`src/rtl/serial_add_ctrl.sv`:
```
//------------------------------------------------------------------------------
// Module      : serial_add_ctrl (with full_adder cell)
// Description : Bit-serial N-bit adder sequencing one 1-bit full adder LSB-first.
// Revision    : 1.0 - initial release
//------------------------------------------------------------------------------
`default_nettype none

module full_adder (
    input  logic i_a,
    input  logic i_b,
    input  logic i_c_in,
    output logic o_s,
    output logic o_c_out
);
    assign o_s     = i_a ^ i_b ^ i_c_in;
    assign o_c_out = (i_a & i_b) | (i_c_in & (i_a ^ i_b));
endmodule

module serial_add_ctrl #(
    parameter int N = 8
) (
    input  logic         clock,
    input  logic         clear,
    input  logic         start,
    input  logic [N-1:0] a,
    input  logic [N-1:0] b,
    input  logic         cin,
    output logic         busy,
    output logic         done,
    output logic [N-1:0] sum,
    output logic         cout
);
    localparam int             CW     = $clog2(N) + 1;
    localparam logic [CW-1:0]  c_LAST = CW'(N - 1);

    localparam logic [1:0] c_IDLE = 2'd0;
    localparam logic [1:0] c_RUN  = 2'd1;
    localparam logic [1:0] c_DONE = 2'd2;

    logic [1:0]    r_st;
    logic [N-1:0]  r_a_sh;
    logic [N-1:0]  r_b_sh;
    logic [N-1:0]  r_acc;
    logic          r_carry;
    logic [CW-1:0] r_cnt;
    logic [N-1:0]  r_sum;
    logic          r_cout;
    logic          r_busy;
    logic          r_done;

    logic          w_s;
    logic          w_c;
    logic [N-1:0]  w_a_next;
    logic [N-1:0]  w_b_next;
    logic [N-1:0]  w_acc_next;

    full_adder u_fa (
        .i_a     (r_a_sh[0]),
        .i_b     (r_b_sh[0]),
        .i_c_in  (r_carry),
        .o_s     (w_s),
        .o_c_out (w_c)
    );

    // A single-bit datapath has nothing to shift through, so it needs its own form.
    generate
        if (N > 1) begin : g_wide
            assign w_a_next   = {1'b0, r_a_sh[N-1:1]};
            assign w_b_next   = {1'b0, r_b_sh[N-1:1]};
            assign w_acc_next = {w_s, r_acc[N-1:1]};
        end else begin : g_one
            assign w_a_next   = 1'b0;
            assign w_b_next   = 1'b0;
            assign w_acc_next = w_s;
        end
    endgenerate

    always_ff @(posedge clock) begin
        if (clear) begin
            r_st    <= c_IDLE;
            r_a_sh  <= '0;
            r_b_sh  <= '0;
            r_acc   <= '0;
            r_carry <= 1'b0;
            r_cnt   <= '0;
            r_sum   <= '0;
            r_cout  <= 1'b0;
            r_busy  <= 1'b0;
            r_done  <= 1'b0;
        end else begin
            case (r_st)
                c_IDLE: begin
                    if (start) begin
                        r_a_sh  <= a;
                        r_b_sh  <= b;
                        r_carry <= cin;
                        r_cnt   <= '0;
                        r_st    <= c_RUN;
                        r_busy  <= 1'b1;
                    end
                end
                c_RUN: begin
                    r_a_sh  <= w_a_next;
                    r_b_sh  <= w_b_next;
                    r_acc   <= w_acc_next;
                    r_carry <= w_c;
                    r_cnt   <= r_cnt + 1'b1;
                    if (r_cnt == c_LAST) begin
                        r_sum  <= w_acc_next;
                        r_cout <= w_c;
                        r_st   <= c_DONE;
                        r_busy <= 1'b0;
                        r_done <= 1'b1;
                    end
                end
                c_DONE: begin
                    r_st   <= c_IDLE;
                    r_done <= 1'b0;
                end
                default: begin
                    r_st   <= c_IDLE;
                    r_busy <= 1'b0;
                    r_done <= 1'b0;
                end
            endcase
        end
    end

    assign busy = r_busy;
    assign done = r_done;
    assign sum  = r_sum;
    assign cout = r_cout;

endmodule

`default_nettype wire

```
`config.mk`:
```
export PLATFORM = sky130hd
export DESIGN_NAME = serial_add_ctrl
export DESIGN_NICKNAME = d
export VERILOG_FILES = /design/src/rtl/serial_add_ctrl.sv
export SDC_FILE = /design/constraint.sdc
export NUM_CORES = 1
export LEC_CHECK = 0
export ABC_AREA = 0
export BUFFER_PORTS_ARGS = -buffer_cell sky130_fd_sc_hd__buf_2
export CAP_MARGIN = 20
export CORE_ASPECT_RATIO = 0.6
export CORE_UTILIZATION = 40
export CTS_BUF_LIST = sky130_fd_sc_hd__clkbuf_8
export CTS_CLUSTER_DIAMETER = 200
export DETAILED_ROUTE_END_ITERATION = 8
export GPL_ROUTABILITY_DRIVEN = 1
export SYNTH_ARGS = -nofsm -noshare
export SYNTH_HDL_FRONTEND = slang
export SYNTH_HIERARCHICAL = 1
export SYNTH_SLANG_ARGS = --single-unit
export TNS_END_PERCENT = 20
```
`constraint.sdc`:
```
create_clock -name clock -period 1.6 [get_ports clock]
set_input_delay 0.16 -clock clock [delete_from_list [all_inputs] [get_ports clock]]
set_output_delay 0.16 -clock clock [all_outputs]
set_load 0.03 [all_outputs]
```
### Yosys cells after proc, flatten, opt, wreduce, memory -nomap -nowiden

Cells that the tools add are included.

* input port bits: 20
* bits in registers: 42

* bitwise logic cells: 7
* equal/unequal tests: 5
* multiplexer cells: 16
* reductions and logical operators: 7
* add/sub/neg operators: 1

Operators by type and width (count)
* case mux 8 bit (2 select lines): 2
* 2-to-1 mux 8 bit: 2
* case mux 4 bit (2 select lines): 1
* AND reduction 2 bit: 4
* adder 4 x 1 -> 4 bit (second input constant): 1
* == test 4 x 3 -> 1 bit (second input constant): 1
* 2-to-1 mux 1 bit: 4
* 2-to-1 mux 2 bit: 2
* 2-to-1 mux 4 bit: 1
* != test 2 bit (second input constant): 2
* case mux 1 bit (2 select lines): 2
* case mux 2 bit (2 select lines): 1
* case mux 1 bit (3 select lines): 1
* AND reduction 3 bit: 1
* bitwise AND 1 bit: 2
* == test 2 x 1 -> 1 bit (second input constant): 1
* == test 2 bit (second input constant): 1
* zero test 2 bit: 1
* NOT 1 bit: 2
* nonzero test 2 bit: 1
* XOR 1 bit: 2
* bitwise OR 1 bit: 1

### Longest topological paths before layout

* depth after elaboration: 4
* mapped depth: 5
* gate-level depth less buffers: 4

### Modules after synthesis

Netlist, hierarchy kept.

Modules (own cells, without submodules)
* serial_add_ctrl: sequential area each 820.8 um^2, cells each 199, times used 1, area an instance 1731.7 um^2
* full_adder: sequential area each 0.0 um^2, cells each 1, times used 1, area an instance 20.0 um^2

### Worst setup path after synthesis

OpenSTA, ideal clock, no wires.

* kind: flip-flop to flip-flop
* start point: reg r_cnt[0]
* end point: reg r_sum[0], in the netlist sum[0]
* required time: 1.529 ns
* clock period less this slack: 1.252 ns
* setup slack: 0.348 ns
* library setup time: 0.071 ns
* buffers on the path: 1
* data arrival time: 1.181 ns
* cell stages (with the launch flop): 6
* cells stage by stage: dfxtp_1 > ha_1 > and3b_1 > clkbuf_1 > nand3_1 > a21oi_1

* cells in the longest elaborated chain, start to end: 2

RTL lines
* from (decl): line 45 `logic [CW-1:0] r_cnt;`
* from (signal assigned): line 107 `r_cnt <= r_cnt + 1'b1;`
* == test 4 x 3 -> 1 bit: line 108 `if (r_cnt == c_LAST) begin`
* AND reduction 2 bit (no source line)
* to (signal assigned): line 109 `r_sum <= w_acc_next;`
* to (decl): line 46 `logic [N-1:0] r_sum;`

No other way between the ends.
A chain may end at the register's enable or synchronous reset.

### Worst setup path after layout

Ends and elaborated chain as after synthesis.

==> results.md <==
- Result of the run: completed
- Part of the power in registers: 0.552
- GRT Residual Overflow: 0
- Vias in the first global route: 1261
- Port bufs: 30
- Worst Setup Start Kind: flip-flop
- Cell area after layout: 2062 um2
- Core area: 4144 um2
- Post-CTS setup buffer count: 0
- Critical Path AT: 1.56 ns
- Post-cts sizing count: 0
- Cts hold-fix bufs: 0
- Worst-Margin Slew: 0.5293 ns
- Die Wd: 87.43 um
- Initial core utilization: 0.4227
- H-tree depth: 2
- Final GP Congestion: 0.7607
- CTS buffer count: 5
- CP Class: reg -> reg
- Ant diodes: 0
- Total track usage: 0.1753
- Max FO, Critical Path: 21
- Peak VDD IR: 0.5067 mV
- Switching part of the total: 0.2604
- Crit. End Element: flip-flop
- Routed WL: 3658 um
- HPWL after DPL: 2439 um
- Pin count of the biggest net entering global routing: 42
- Max-cap violations: 0
- Critical-path top delay cell: dfxtp_1
- Setup TNS: 0 ns
- Req. time, crit path: 1.82 ns
- Worst-path clk slew: 0.08 ns
- Register area share after synthesis: 0.4686
- Top_reg_cell synth: dfxtp_1
- Post-synthesis cell count: 200
- Antenna violations before repair: 0
- Clock tree from TritonCTS: yes
- First-pass GRT wire length: 6141 um
- Final setup fails: 0
- Crit. Startpoint: r_cnt[0]
- Distinct cells, synth: 29
- Fin. max-slew vios: 0
- Clock latency on the worst-skew pair: 0.29 ns
- Layout cells sized above 1: 0.2478
- Combinational power share: 0.117
- Post-layout min period: 1.339 ns
- Static Leakage: 0.8199 nW
- Worst r2r dst: sum[0]
- Avg Inst Size Synth: 8.758 um2
- DR DRC count: 0
- Die footprint: 4657 um2
- CP endpoint: sum[0]
- R2r setup slk: 0.26 ns
- Worst r2r src: r_cnt[0]
- DR pass1 iterations: 4
- Synth warn: 6
- PwrDens: 964.2 nW/um2
- Reg2Reg Depth: 5
- Root Driver: clkbuf_8
- Hold Vio Cnt, Final: 0
- Clock network power share: 0.332
- Crit share post-route: 0.8367
- Max Buffers Root-to-Sink: 2
- Pint: 1.470 mW
- Post-DR wirelength/cell: 12.61 um
- Yosys reg bits: 41
- Post-synth EDFFs: 0
- Post-DRT Antenna Nets: 0
- Total number of vias: 1459
- Clock Sink Count: 41
- Slowest stage delay, CP: 0.34 ns
- Switching pwr: 517.8 uW
- Iteration-0 DRC Markers: 63
- Post-synthesis instance area: 1752 um2
- Area grow syn2layout: 17.71%
- Placed Area: 1976 um2
- RSZ-0062 raised after global routing: false
- Post-synth ARST share: 0
- Die H: 53.26 um
- Hold Path Class: in -> reg
- Clk_skew: 0.003722 ns
- Rel. slew slack: 0.6467
- I/O pins: 31
- Drt via density: 5.031
- Cell Chain, Critical Path: ha_1, and3b_1, buf_12, a21bo_2, a21oi_1
- Post-Synthesis Net Count: 222
- Net count, final: 251
- Row count: 18
- Fmax: 0.7470 GHz
## per-stage QoR
stage / cells / setup slack [ns] / hold WS (ns) / power [mW] / util
floorplan: 200 / 0.3482 / 0.3083 / 1.281 / -
global placement: 282 / 0.3012 / 0.3961 / 1.351 / 0.4768
detailed placement: 282 / 0.2720 / 0.4061 / 1.353 / 0.4768
CTS: 290 / 0.2646 / 0.09871 / 2.016 / 0.4976
global route: 290 / 0.1491 / 0.1091 / 2.103 / 0.4976
finish: 290 / 0.2612 / 0.1049 / 1.988 / 0.4976
## worst min-delay path by stage
stage | startpoint | slack [ns] | endpoint | cells past startpoint
final | b[7] | 0.10 | r_b_sh[7] | 3
after global routing | b[7] | 0.11 | r_b_sh[7] | 3
after CTS | b[7] | 0.1 | r_b_sh[7] | 3
after detailed placement | b[7] | 0.41 | r_b_sh[7] | 3
after global placement | a[7] | 0.40 | r_a_sh[7] | 3
after floorplan | a[7] | 0.31 | r_a_sh[7] | 2
## area by class of cell
| type | instances | area [um2] |
|---|---|---|
| Clock buffer | 5 | 68.82 |
| Clock inverter | 3 | 17.52 |
| Fill cell | 437 | 2082 |
| Inverter | 2 | 7.507 |
| Multi-Input combinational cell | 139 | 822.0 |
| Sequential cell | 41 | 820.8 |
| Tap cell | 60 | 75.07 |
| Timing Repair Buffer | 40 | 250.2 |
## layer usage
metal	track usage	wire (um)
met1	0.2681	2121
met2	0.2214	1345
met3	0.06552	186
met4	0.04098	4
met5	0	0
## cells by family after synthesis
group / after synthesis / share of synthesized area
AO/OA/AOI/OAI: 67 / 0.2814
adder cells (fa/ha/maj): 2 / 0.01857
buffers and inverters: 20 / 0.06214
flip-flops: 41 / 0.4686
AND/OR/NAND/NOR: 70 / 0.1693
## worst max-delay path, delay by kind of cell (launching register included)
family / cells / cell delay, ns
AOI/OAI and AO/OA: 2 / 0.35
DFF: 1 / 0.34
adders and majority gates: 1 / 0.23
and+or+nand+nor: 1 / 0.20
buffers and inverters: 1 / 0.16
## registers in the layout, indices dropped and copies added (netlist names)
register and count:
busy 1, cout 1, done 1, r_a_sh 8, r_acc 7, r_b_sh 8, r_carry 1, r_cnt 4
r_st 2, sum 8
## placed cells by master (no fill, tap or decap), drive strengths merged, types with 2 or more instances in the layout
cell type  instances
dfxtp             41
nor2              32
a211oi            17
nand2             20
o2bb2ai           11
inv                2
a22oi              3
nand2b             2
clkinv             2
buf               40
o22ai              4
clkbuf             5
a21oi             18
nand3             11
a21bo              9
## cells in the mapped netlist (all sizes together) (2+ instances only)
cell | count | share of area
a211oi | 17 | 0.073
a21bo | 9 | 0.051
a21oi | 18 | 0.051
a22oi | 3 | 0.013
buf | 9 | 0.038
clkbuf | 9 | 0.020
dfxtp | 41 | 0.47
inv | 2 | 0.0043
nand2 | 20 | 0.043
nand2b | 2 | 0.0071
nand3 | 11 | 0.031
nor2 | 32 | 0.069
o22ai | 4 | 0.014
o2bb2ai | 11 | 0.055
## power groups by stage
stage               sequential (mW)  combinational [mW]  clock [mW]
floorplan                      1.12               0.163           0
global placement               1.12               0.230           0
detailed placement             1.12               0.232           0
CTS                            1.10               0.233       0.686
global route                   1.10               0.260       0.738
finish                         1.10               0.232       0.660
No activity file was read; power rests on OpenSTA's default activity.
